## config.mk

```make
export PLATFORM = sky130hd
export DESIGN_NAME = sram_bus_ctrl
export DESIGN_NICKNAME = d
export VERILOG_FILES = /design/src/rtl/sram_bus_pkg.sv /design/src/rtl/sram_bus_ctrl.sv
export SDC_FILE = /design/constraint.sdc
export NUM_CORES = 1
export LEC_CHECK = 0
export BUFFER_PORTS_ARGS = -buffer_cell sky130_fd_sc_hd__buf_2
export CAP_MARGIN = 20
export CORE_ASPECT_RATIO = 1.2
export CORE_MARGIN = 4
export CORE_UTILIZATION = 44
export CTS_CLUSTER_DIAMETER = 100
export CTS_CLUSTER_SIZE = 24
export DETAILED_ROUTE_END_ITERATION = 10
export PLACE_DENSITY = 0.69
export SETUP_SLACK_MARGIN = 0.15
export SKIP_LAST_GASP = 1
export SLEW_MARGIN = 25
export SYNTH_ARGS = -nofsm -noshare
export SYNTH_HDL_FRONTEND = slang
export SYNTH_SLANG_ARGS = --single-unit
export TNS_END_PERCENT = 50
```

## constraint.sdc

```tcl
create_clock -name clk -period 3.6 [get_ports clk]
set_input_delay 1.08 -clock clk [delete_from_list [all_inputs] [get_ports clk]]
set_output_delay 1.08 -clock clk [all_outputs]
set_load 0.01 [all_outputs]
```

## src/rtl/sram_bus_pkg.sv

```systemverilog
// Shared types and constants for the SRAM bus controller.
//   state_t    : controller FSM states
//   pins_t     : bundle of the registered pin-side outputs
//   STROBE_OFF : pin values with every strobe inactive and the bus released
package sram_bus_pkg;

  localparam int ADDR_W = 8;
  localparam int DATA_W = 8;

  typedef enum logic [3:0] {
    IDLE, ADDR, LATCH, RD_OE, RD_WAIT, RD_END, WR_SETUP, WR_PULSE, WR_HOLD
  } state_t;

  typedef struct packed {
    logic              latch_le;
    logic              mem_oe_n;
    logic              mem_we_n;
    logic [DATA_W-1:0] bus_oe;
    logic [DATA_W-1:0] bus_out;
  } pins_t;

  localparam pins_t STROBE_OFF = '{
    latch_le: 1'b0,
    mem_oe_n: 1'b1,
    mem_we_n: 1'b1,
    bus_oe:   '0,
    bus_out:  '0
  };

endpackage

```

## src/rtl/sram_bus_ctrl.sv

```systemverilog
// Memory-port stage: turns one abstract read/write request at a time into
// the multiplexed address/data bus sequence for an external address latch
// plus an asynchronous SRAM with active-low OE/WE.
// Ports:
//   clk, reset                  clock, async active-high reset
//   req_valid/req_ready         request handshake (accept on valid & ready)
//   req_we/req_addr/req_wdata   request payload, captured at accept
//   rsp_valid/rsp_rdata         one-cycle completion pulse, last read data
//   latch_le                    external address latch enable
//   mem_oe_n/mem_we_n           SRAM strobes, active low
//   bus_out/bus_oe/bus_in       shared bus drive value, drive enable, sample
module sram_bus_ctrl
  import sram_bus_pkg::*;
#(
  parameter int OE_WAIT  = 1,  // 0..15
  parameter int WE_PULSE = 1   // 1..15
) (
  input  logic              clk,
  input  logic              reset,
  input  logic              req_valid,
  output logic              req_ready,
  input  logic              req_we,
  input  logic [ADDR_W-1:0] req_addr,
  input  logic [DATA_W-1:0] req_wdata,
  output logic              rsp_valid,
  output logic [DATA_W-1:0] rsp_rdata,
  output logic              latch_le,
  output logic              mem_oe_n,
  output logic              mem_we_n,
  output logic [DATA_W-1:0] bus_out,
  output logic [DATA_W-1:0] bus_oe,
  input  logic [DATA_W-1:0] bus_in
);

  localparam logic [3:0] OE_LD = 4'((OE_WAIT > 0) ? OE_WAIT - 1 : 0);
  localparam logic [3:0] WE_LD = 4'((WE_PULSE > 0) ? WE_PULSE - 1 : 0);

  state_t            state, next_state;
  logic [3:0]        cnt;
  logic              we_q;
  logic [ADDR_W-1:0] addr_q;
  logic [DATA_W-1:0] wdata_q;
  pins_t             pins, pins_d;
  logic              rdy_d, rsp_d;
  logic              accept;

  // req_ready is 1 exactly while state == IDLE
  assign accept = req_valid & req_ready;

  always_ff @(posedge clk or posedge reset) begin
    if (reset) state <= IDLE;
    else       state <= next_state;
  end

  always_comb begin
    next_state = state;
    case (state)
      IDLE:     if (req_valid) next_state = ADDR;
      ADDR:     next_state = LATCH;
      LATCH:    next_state = we_q ? WR_SETUP : RD_OE;
      RD_OE:    next_state = (OE_WAIT == 0) ? RD_END : RD_WAIT;
      RD_WAIT:  if (cnt == 4'd0) next_state = RD_END;
      RD_END:   next_state = IDLE;
      WR_SETUP: next_state = WR_PULSE;
      WR_PULSE: if (cnt == 4'd0) next_state = WR_HOLD;
      WR_HOLD:  next_state = IDLE;
      default:  next_state = IDLE;
    endcase
  end

  // Outputs are decoded from next_state and registered, so the pins change
  // on the same edge the state does and never glitch.
  always_comb begin
    pins_d = STROBE_OFF;
    rdy_d  = 1'b0;
    rsp_d  = 1'b0;
    case (next_state)
      IDLE: rdy_d = 1'b1;
      ADDR: begin
        // entered only from IDLE on accept, so the payload is still on req_*
        pins_d.latch_le = 1'b1;
        pins_d.bus_oe   = '1;
        pins_d.bus_out  = req_addr;
      end
      LATCH: begin
        pins_d.bus_oe  = '1;
        pins_d.bus_out = addr_q;
      end
      RD_OE, RD_WAIT: pins_d.mem_oe_n = 1'b0;
      RD_END:         rsp_d = 1'b1;
      WR_SETUP: begin
        pins_d.bus_oe  = '1;
        pins_d.bus_out = wdata_q;
      end
      WR_PULSE: begin
        pins_d.bus_oe   = '1;
        pins_d.bus_out  = wdata_q;
        pins_d.mem_we_n = 1'b0;
      end
      WR_HOLD: begin
        pins_d.bus_oe  = '1;
        pins_d.bus_out = wdata_q;
        rsp_d          = 1'b1;
      end
      default: ;
    endcase
  end

  always_ff @(posedge clk or posedge reset) begin
    if (reset) begin
      pins      <= STROBE_OFF;
      req_ready <= 1'b1;
      rsp_valid <= 1'b0;
      rsp_rdata <= '0;
      cnt       <= 4'd0;
      we_q      <= 1'b0;
      addr_q    <= '0;
      wdata_q   <= '0;
    end else begin
      pins      <= pins_d;
      req_ready <= rdy_d;
      rsp_valid <= rsp_d;
      if (accept) begin
        we_q    <= req_we;
        addr_q  <= req_addr;
        wdata_q <= req_wdata;
      end
      // sample while OE is still low, on the edge that leaves the OE window
      if (next_state == RD_END) rsp_rdata <= bus_in;
      // counter loads on entry to a timed state, then counts down
      if (next_state != state)
        cnt <= (next_state == WR_PULSE) ? WE_LD :
               (next_state == RD_WAIT)  ? OE_LD : 4'd0;
      else if (cnt != 4'd0)
        cnt <= cnt - 4'd1;
    end
  end

  assign latch_le = pins.latch_le;
  assign mem_oe_n = pins.mem_oe_n;
  assign mem_we_n = pins.mem_we_n;
  assign bus_oe   = pins.bus_oe;
  assign bus_out  = pins.bus_out;

  a_no_contention: assert property (@(posedge clk) disable iff (reset)
    !(!mem_oe_n && bus_oe != '0));
  a_strobe_excl: assert property (@(posedge clk) disable iff (reset)
    !(!mem_oe_n && !mem_we_n));
  a_latch_addr: assert property (@(posedge clk) disable iff (reset)
    latch_le |-> state == ADDR);
  a_we_stable: assert property (@(posedge clk) disable iff (reset)
    !mem_we_n |-> ($stable(bus_out) && $stable(bus_oe)));

endmodule

```

==> flow_summary.toml, run 1 <==
[timing]
fin_setup_tns_ps = 0
max_freq_ghz = 0.4909
whs_ps = 472.2
slew_headroom_pct = 45.50
slew_violations = 0
finalWorstSetupSlack_ps = 1563
min_period_ps = 2037
hold_viol = 0
period_share_pct = 56.58
worstMarginPinSlew_ps = 815.3
clock_skew_ps = 6.345
setup_viol = 0
rsz0062_at_grt = "false"

[cts]
cts_hold_buf = 0
cts_setup_buffers = 0
cts-htree-levels = 2
insertion_delay_ps = 290
clkTransAtPathRegs_ps = 80
cts_buffers = 5
ctsResizeCount = 0
cts-root-buf = "clkbuf_8"
cts_tree = "built"
clock-sinks = 47
clockBufferDepth = 2

[synth]
syn_area_mm2 = 0.002100
synth_area_per_cell_um2 = 12.28
synth_fp_nets = 200
synth_fa_ha_area_share_pct = 0.5959
synth_top_family_by_area = "multiplexers"
synth_seq_cells = 47
synthMuxAreaShare_pct = 14.42
yosysSeqAreaShare_pct = 56.20
synth-simple-area-share_pct = 14.18
ys_types = 36
synth-xor-area-share_pct = 0.8343
synth_compound_area_share_pct = 8.045
yosysWarningCount = 0
netlist_instances = 171

[floorplanning]
num_rows = 27
start_util_pct = 45.70
ios = 57
die_w_um = 71.06
die-area_mm2 = 0.005946
coreArea_mm2 = 0.004594
die_y_um = 83.67

[detailed_routing]
first_pass_iters = 4
vias = 1398
viasPerCell = 5.029
drc = 0
drt-initial-drc-count = 109
ant_nets = 0
wl_um = 3801
wl_per_cell_um = 13.67

[power_and_ir_drop]
power_density_mw_per_mm2 = 818.7
vdd_drop_max_mv = 0.4632
p_leak_nw = 1.165

[placement]
io_buffers = 56
gp_congestion = 0.8104
place_ws_ps = 1321
place_area_mm2 = 0.002351
hpwl_um = 2723

[status]
status = "complete, no violations"

[global_route]
grt_pass1_wl_um = 6527
grt_pass1_vias = 1416
grt_max_degree = 48
grt_use_total_pct = 13.58
overflow = 0
antenna_found_initial = 0

[hold_path]
hp-class = "reg2reg"
worstHoldEndpoint = "bus_out[4]"
whs_path_depth = 2
worstHoldStart = "addr_q[4]"

[worst_setup_path]
cp.required_ps = 2520
critPathSlowestCell = "dfstp_2"
critPathBufInv = 1
r2r-start = "cnt[0]"
reg2reg_slack_ps = 1760
cp-start-kind = "register"
path_class = "reg2out"
slowest_delay_ps = 540
crit_path_max_fanout = 2
crit_arrival_ps = 960
cpLargestDelayFamily = "flip-flops"
crit_chain = "buf_2"
reg2reg_depth = 5
r2r-end = "rsp_rdata[6]"
end_kind = "output pin"

[final_layout]
n_fill_cell = 451
area_growth_pct = 16.03
final_nets = 248
fin_util_pct = 53.02
drive_above_1_share_pct = 45.45
fin_area_mm2 = 0.002436
diodes = 0

[job]
cap_viol_max_count = 0
-- metrics by stage --
stage	power (W)	instances
3_3_place_gp	0.001695	270
4_1_cts	0.002023	278
6_report	0.001994	278
3_5_place_dp	0.001721	270
2_1_floorplan	0.001543	171
5_1_grt	0.002143	278
-- per-layer routing --
| layer | vias to the layer above | wire, um | GRT usage (%) |
|---|---|---|---|
| met1 | 678 | 1597 | 16.81 |
| li1 | 687 | - | - |
| met4 | 0 | 36 | 4.615 |
| met5 | - | 0 | 0 |
| met2 | 29 | 2009 | 22.87 |
| met3 | 4 | 158 | 3.373 |
-- kinds of logic (layout without fill, tap and decap cells) --
group | after synthesis | in the layout
multiplexers | 27 | 27
AND/OR/NAND/NOR | 48 | 48
AO/OA/AOI/OAI | 26 | 26
XOR/XNOR | 2 | 2
flip-flops | 47 | 47
adder cells (fa/ha/maj) | 1 | 1
buffers and inverters | 20 | 69
-- power breakdown --
group,internal [W],switching (W),total [W]
sequential,0.000754,0.000189,0.000943
clock,0.000133,0.000165,0.000298
combinational,0.000387,0.000366,0.000753
-- worst min-delay path: cells and delay by family, from the launching register on --
family / cells / cell delay, ps
DFF: 1 / 350
and+or+nand+nor: 2 / 100
-- worst max path at each step --
stage | cells after the start | slack (ps) | start | endpoint
detailed placement | 3 | 1320 | req_valid | addr_q[5]
CTS | 1 | 1550 | req_ready | req_ready
global route | 1 | 1530 | req_ready | req_ready
floorplan | 1 | 1410 | reset | addr_q[0]
global placement | 3 | 1330 | req_valid | wdata_q[2]
finish | 1 | 1560 | req_ready | req_ready
-- registers in the layout, summed over array words and instances, names as in the netlist, 4 cells and up --
name and cells:
state 4, rsp_rdata 8, addr_q 8, cnt 4
bus_out 8, wdata_q 8
-- Yosys cell counts --
master / n / area share [%]
a21oi_1: 11 / 2.6
a21oi_2: 1 / 0.42
a22oi_1: 8 / 2.9
a311oi_1: 1 / 0.42
and2_1: 1 / 0.30
buf_2: 6 / 1.4
buf_4: 8 / 2.9
buf_6: 1 / 0.54
dfrtp_1: 44 / 52
dfstp_2: 3 / 3.8
ha_1: 1 / 0.60
inv_1: 5 / 0.89
mux2_2: 26 / 14
mux2i_1: 1 / 0.48
nand2_1: 20 / 3.6
nand2b_1: 4 / 1.2
nand3_1: 2 / 0.48
nand4b_4: 1 / 1.1
nor2_1: 3 / 0.54
nor2_4: 1 / 0.54
nor2b_1: 1 / 0.30
nor3_1: 7 / 1.7
nor3b_4: 1 / 0.89
nor4_1: 1 / 0.30
nor4b_1: 1 / 0.42
nor4b_2: 1 / 0.71
nor4b_4: 1 / 1.1
o211ai_1: 1 / 0.36
o21ai_0: 1 / 0.24
o21bai_1: 1 / 0.36
o22ai_1: 1 / 0.30
o32a_1: 1 / 0.48
or3_1: 2 / 0.60
or3b_1: 1 / 0.42
xnor2_1: 1 / 0.42
xor2_1: 1 / 0.42
-- cell usage in the layout, fill, tap and decap left out, drive strengths merged, types with 2 or more instances in the layout --
master | Yosys | layout
clkbuf | 0 | 5
nor2 | 4 | 4
a21oi | 12 | 12
dfstp | 3 | 3
nand2 | 20 | 20
a22oi | 8 | 8
dfrtp | 44 | 44
nand2b | 4 | 4
or3 | 2 | 2
mux2 | 26 | 26
buf | 15 | 56
inv | 5 | 4
nor4b | 3 | 3
nand3 | 2 | 2
clkinv | 0 | 4
nor3 | 7 | 7
-- final cells by class --
| type | count | area [um^2] | area share (%) |
|---|---|---|---|
| repair buffers | 56 | 280.3 | 11.50 |
| inverters | 5 | 20.02 | 0.8218 |
| multi-input cells | 104 | 799.5 | 32.82 |
| clock inverters | 3 | 15.01 | 0.6163 |
| clock buffers | 5 | 68.82 | 2.825 |
| well taps | 58 | 72.57 | 2.979 |
| flip-flops and latches | 47 | 1180 | 48.43 |
Power figures use the tool's default switching activity.
==> run 2, diff against run 1 <==
==> constraint.sdc (replaced) <==
create_clock -name clk -period 1.95 [get_ports clk]
set_input_delay 0.585 -clock clk [delete_from_list [all_inputs] [get_ports clk]]
set_output_delay 0.585 -clock clk [all_outputs]
set_load 0.01 [all_outputs]
==> run 2 against run 1 <==
  * Clock skew increased by 1.1 ps
  * Register-to-register slack got worse by 1500 ps
  * Combinational power increased by 100%
  * Design area increased by 5.2%
  * Largest power group unchanged
  * Highest routed layer unchanged
==> flow_summary.toml, run 2 (synthesis results as in run 1) <==
[timing]
max_freq_ghz = 0.5880
rsz0062_at_grt = "false"
clock_skew_ps = 7.476
slew_headroom_pct = 62.80
min_period_ps = 1701
slew_violations = 0
fin_setup_tns_ps = 0
period_share_pct = 87.22
whs_ps = 263.3
setup_viol = 0
hold_viol = 0
worstMarginPinSlew_ps = 557.9

[final_layout]
final_nets = 257
drive_above_1_share_pct = 49.78
diodes = 0
area_growth_pct = 22.11
mostFrequentLayoutCell = "buf_2"
fin_util_pct = 55.80
n_fill_cell = 425
final_cell_mix = "56 x buf_2, 44 x dfrtp_1, 26 x mux2_2"
layout.cells.non_filler = 287

[detailed_routing]
viasPerCell = 5.049
drt-initial-drc-count = 57
first_pass_iters = 4
ant_nets = 0
wl_um = 3853
wl_per_cell_um = 13.43
vias = 1449
drc = 0

[cts]
clock-sinks = 47
cts-htree-levels = 2
cts_hold_buf = 0
cts-root-buf = "clkbuf_8"
clkTransAtPathRegs_ps = 90
cts_tree = "built"
insertion_delay_ps = 300
clockBufferDepth = 2
cts_buffers = 5

[power_and_ir_drop]
power_density_mw_per_mm2 = 1530
netSwitchingPower_w = 0.001367
p_clk_share_pct = 17.9
intPower_w = 0.002555
vdd_drop_max_mv = 0.8138
total_power_w = 0.003921
p_leak_nw = 1.223
combinationalPowerShare_pct = 38.8
swShare_pct = 34.85
seq_power_share_pct = 43.3

[worst_setup_path]
crit_arrival_ps = 1920
cp.required_ps = 2170
critPathBufInv = 2
crit_path_max_fanout = 7
slowest_delay_ps = 420
end_kind = "register"
path_class = "reg2reg"
crit_chain = "inv_1 -> ha_2 -> nor3b_4 -> buf_4 -> nand2_1 -> or3b_4 -> nor3_2"
cp-start-kind = "register"
critPathSlowestCell = "or3b_4"
cpLargestDelayFamily = "simple AND/OR/NAND/NOR gates"

[status]
status = "complete, no violations"

[hold_path]
hp-class = "in2async"

[floorplanning]
die_y_um = 83.67
num_rows = 27
die-area_mm2 = 0.005946
ios = 57
start_util_pct = 45.70
die_w_um = 71.06
coreArea_mm2 = 0.004594

[global_route]
grt_pass1_vias = 1495
grt_max_degree = 32
overflow = 0
grt_pass1_wl_um = 6775
grt_use_total_pct = 14.17
antenna_found_initial = 0

[job]
cap_viol_max_count = 0

[placement]
io_buffers = 56
hpwl_um = 2782
gp_congestion = 0.8085
dp_cells = 276
==> run 2: layout make-up <==
| type | count | area (um^2) | area share, % |
|---|---|---|---|
| clock inverters | 3 | 43.79 | 1.708 |
| repair buffers | 65 | 360.3 | 14.06 |
| well taps | 58 | 72.57 | 2.831 |
| clock buffers | 5 | 68.82 | 2.684 |
| inverters | 5 | 18.77 | 0.7321 |
| flip-flops and latches | 47 | 1180 | 46.02 |
| multi-input cells | 104 | 819.5 | 31.97 |
==> run 2: per-layer routing <==
metal,vias up,track usage [%],routed length [um]
li1,699,-,-
met1,715,17.51,1538
met2,28,23.63,2072
met3,7,3.855,171
met4,0,4.957,71
met5,-,0,0
==> run 2: power by group through the flow <==
stage	Clock (W)	Combinational, W	Sequential [W]
final	0.000701	0.00152	0.00170
after global routing	0.000772	0.00171	0.00176
after CTS	0.000724	0.00151	0.00170
after detailed placement	0	0.00151	0.00172
after global placement	0	0.00148	0.00171
after floorplan	0	0.00118	0.00166
==> run 2: final timing paths <==
| check | start | cells after the start | slack [ps] | to |
|---|---|---|---|---|
| max | cnt[0] | 7 | 250 | cnt[2] |
| min | reset | 2 | 260 | rsp_rdata[1] |
| max reg2reg | cnt[0] | 7 | 250 | cnt[2] |
| min reg2reg | addr_q[6] | 2 | 470 | bus_out[6] |
| max in group asynchronous | reset | 3 | 1200 | state[0] |
| min in group clk | addr_q[6] | 2 | 470 | bus_out[6] |
==> run 2: worst register-to-register path: cells and delay by family, from the launching register on <==
kind	cells	cell delay, ps
buf+inv	2	240
simple gates	4	830
fa+ha+maj	1	210
flops	1	350
==> run 2: what timing repair did <==
action | in CTS | in global routing
gates resized for setup | 0 | 5
setup buffers | 3 | 0
cloned | 0 | 0
endpoints found under the setup margin | 3 | 4
==> run 2: metrics by stage <==
step,area [um^2],setup WS (ps)
final,2564,249.3
after global routing,2564,131.9
after CTS,2544,187.9
after detailed placement,2409,168.7
after global placement,2409,220.4
after floorplan,2100,253.9
==> run 3, diff against run 2 <==
--- a/config.mk
+++ b/config.mk
@@ -7,13 +7,15 @@
 export LEC_CHECK = 0
 export BUFFER_PORTS_ARGS = -buffer_cell sky130_fd_sc_hd__buf_2
 export CAP_MARGIN = 20
+export CELL_PAD_IN_SITES_DETAIL_PLACEMENT = 0
+export CELL_PAD_IN_SITES_GLOBAL_PLACEMENT = 1
 export CORE_ASPECT_RATIO = 1.2
 export CORE_MARGIN = 4
-export CORE_UTILIZATION = 44
+export CORE_UTILIZATION = 40
 export CTS_CLUSTER_DIAMETER = 100
 export CTS_CLUSTER_SIZE = 24
 export DETAILED_ROUTE_END_ITERATION = 10
-export PLACE_DENSITY = 0.69
+export PLACE_DENSITY_LB_ADDON = 0.1
 export SETUP_SLACK_MARGIN = 0.15
 export SKIP_LAST_GASP = 1
 export SLEW_MARGIN = 25
==> run 3 against run 2 <==
  * Via count is 0.97% higher
  * Critical path depth stayed put
  * Routed wire length is 12% higher
  * Clock-buffer cell count is 2 higher
  * First-iteration DRC count is 35% higher
  * Fmax is 0.67% lower
  * Clock skew is 0.90 ps higher
  * Die area is 8.9% higher
==> flow_summary.toml, run 3 (synthesis results as in run 1) <==
[cts]
cts_tree = "built"
clkTransAtPathRegs_ps = 90
clockBufferDepth = 2
insertion_delay_ps = 290
clock-sinks = 47
cts-htree-levels = 2
cts_buffers = 5
cts-root-buf = "clkbuf_8"

[worst_setup_path]
cp.required_ps = 2160
crit_chain = "inv_1 -> ha_2 -> nor3b_4 -> buf_4 -> nand2_1 -> or3b_4 -> nor3_1"
crit_path_max_fanout = 7
slowest_delay_ps = 410
path_class = "reg2reg"
cp-start-kind = "register"
r2r-start = "cnt[0]"
cp-startpoint = "cnt[0]"
crit_arrival_ps = 1920
end_kind = "register"
critPathSlowestCell = "or3b_4"

[global_route]
grt_use_total_pct = 14.44
grt_pass1_vias = 1547
grt_max_degree = 29
grt_pass1_wl_um = 7162
overflow = 0
antenna_found_initial = 0

[floorplanning]
start_util_pct = 41.91
coreArea_mm2 = 0.005010
die-area_mm2 = 0.006477
num_rows = 28
ios = 57
die_y_um = 87.37
die_w_um = 74.14

[detailed_routing]
wl_um = 4323
first_pass_iters = 4
vias = 1463
drc = 0
drt-initial-drc-count = 77
ant_nets = 0
viasPerCell = 5.027
wl_per_cell_um = 14.86

[timing]
max_freq_ghz = 0.5840
slew_violations = 0
fin_setup_tns_ps = 0
clock_skew_ps = 8.376
rsz0062_at_grt = "false"
period_share_pct = 87.81
hold_viol = 0
min_period_ps = 1712
worstMarginPinSlew_ps = 631.4
slew_headroom_pct = 57.90
setup_viol = 0

[placement]
dp_cells = 280
io_buffers = 56
gp_congestion = 0.7666
hpwl_um = 3285

[final_layout]
multi_input_area_um2 = 809.5
final_cell_mix = "56 x buf_2, 44 x dfrtp_1, 26 x mux2_2"
n_fill_cell = 494
diodes = 0
seq_area_mm2 = 0.001180
mostFrequentLayoutCell = "buf_2"
area_growth_pct = 20.98
layout.cells.non_filler = 291
final_nets = 259
drive_above_1_share_pct = 48.48

[power_and_ir_drop]
vdd_drop_max_mv = 0.7059
p_leak_nw = 1.216
power_density_mw_per_mm2 = 1505

[status]
status = "complete, no violations"

[job]
cap_viol_max_count = 0

[hold_path]
hp-class = "in2async"
-- run 3: final cells by class --
class,instances,share of cell area (%)
multi-input combinational,104,31.87
sequential,47,46.45
clock buffer,7,3.005
timing repair buffer,67,14.78
inverter,5,0.7389
tap,60,2.956
clock inverter,1,0.1970
-- run 3: path summary, 6_finish.rpt --
check                             endpoint  slack (ps)  cells past startpoint
worst min-delay path             rsp_valid         300                      2
worst min register to register  bus_out[6]         470                      2
worst max register to register      cnt[2]         240                      7
min in group clk                bus_out[6]         470                      2
max in group asynchronous       bus_out[5]        1150                      3
worst max-delay path                cnt[2]         240                      7
-- run 3: stage by stage --
stage	area, um^2	total power [W]	util (%)	setup slack [ps]	hold slack [ps]
finish	2540	0.003824	50.70	237.8	298.0
global route	2540	0.004105	50.70	153.7	330.0
CTS	2530	0.003866	50.50	169.7	301.3
detailed placement	2426	0.003306	48.43	112.5	459.2
global placement	2426	0.003246	48.43	214.8	437.5
floorplan	2100	0.002848	-	253.9	433.1
-- run 3: per-layer routing --
metal | vias up | routed length, um | GRT usage [%]
li1 | 711 | - | -
met1 | 723 | 1676 | 16.62
met4 | 0 | 42 | 4.448
met3 | 5 | 159 | 3.349
met5 | - | 0 | 0
met2 | 24 | 2446 | 26.05
-- run 3: what timing repair did --
| item | 4_1_cts | 5_1_grt |
|---|---|---|
| setup buffers | 3 | 0 |
| hold buffers | 0 | 0 |
| gates resized for setup | 0 | 3 |
| hold endpoints to repair | 0 | 0 |
| endpoints found under the setup margin | 12 | 4 |
-- run 3: report_power, final --
| group | internal (W) | switching (W) | leakage [nW] |
|---|---|---|---|
| registers | 0.00139 | 0.000314 | 0.577 |
| clock network | 0.000252 | 0.000301 | 0.0422 |
| logic | 0.000805 | 0.000757 | 0.597 |
| total | 0.00245 | 0.00137 | 1.22 |
-- run 3: critical path, delay by kind of cell, from the launching register on --
family / cells / cell delay, ps
fa+ha+maj: 1 / 210
simple gates: 4 / 840
buf+inv: 2 / 240
flops: 1 / 340
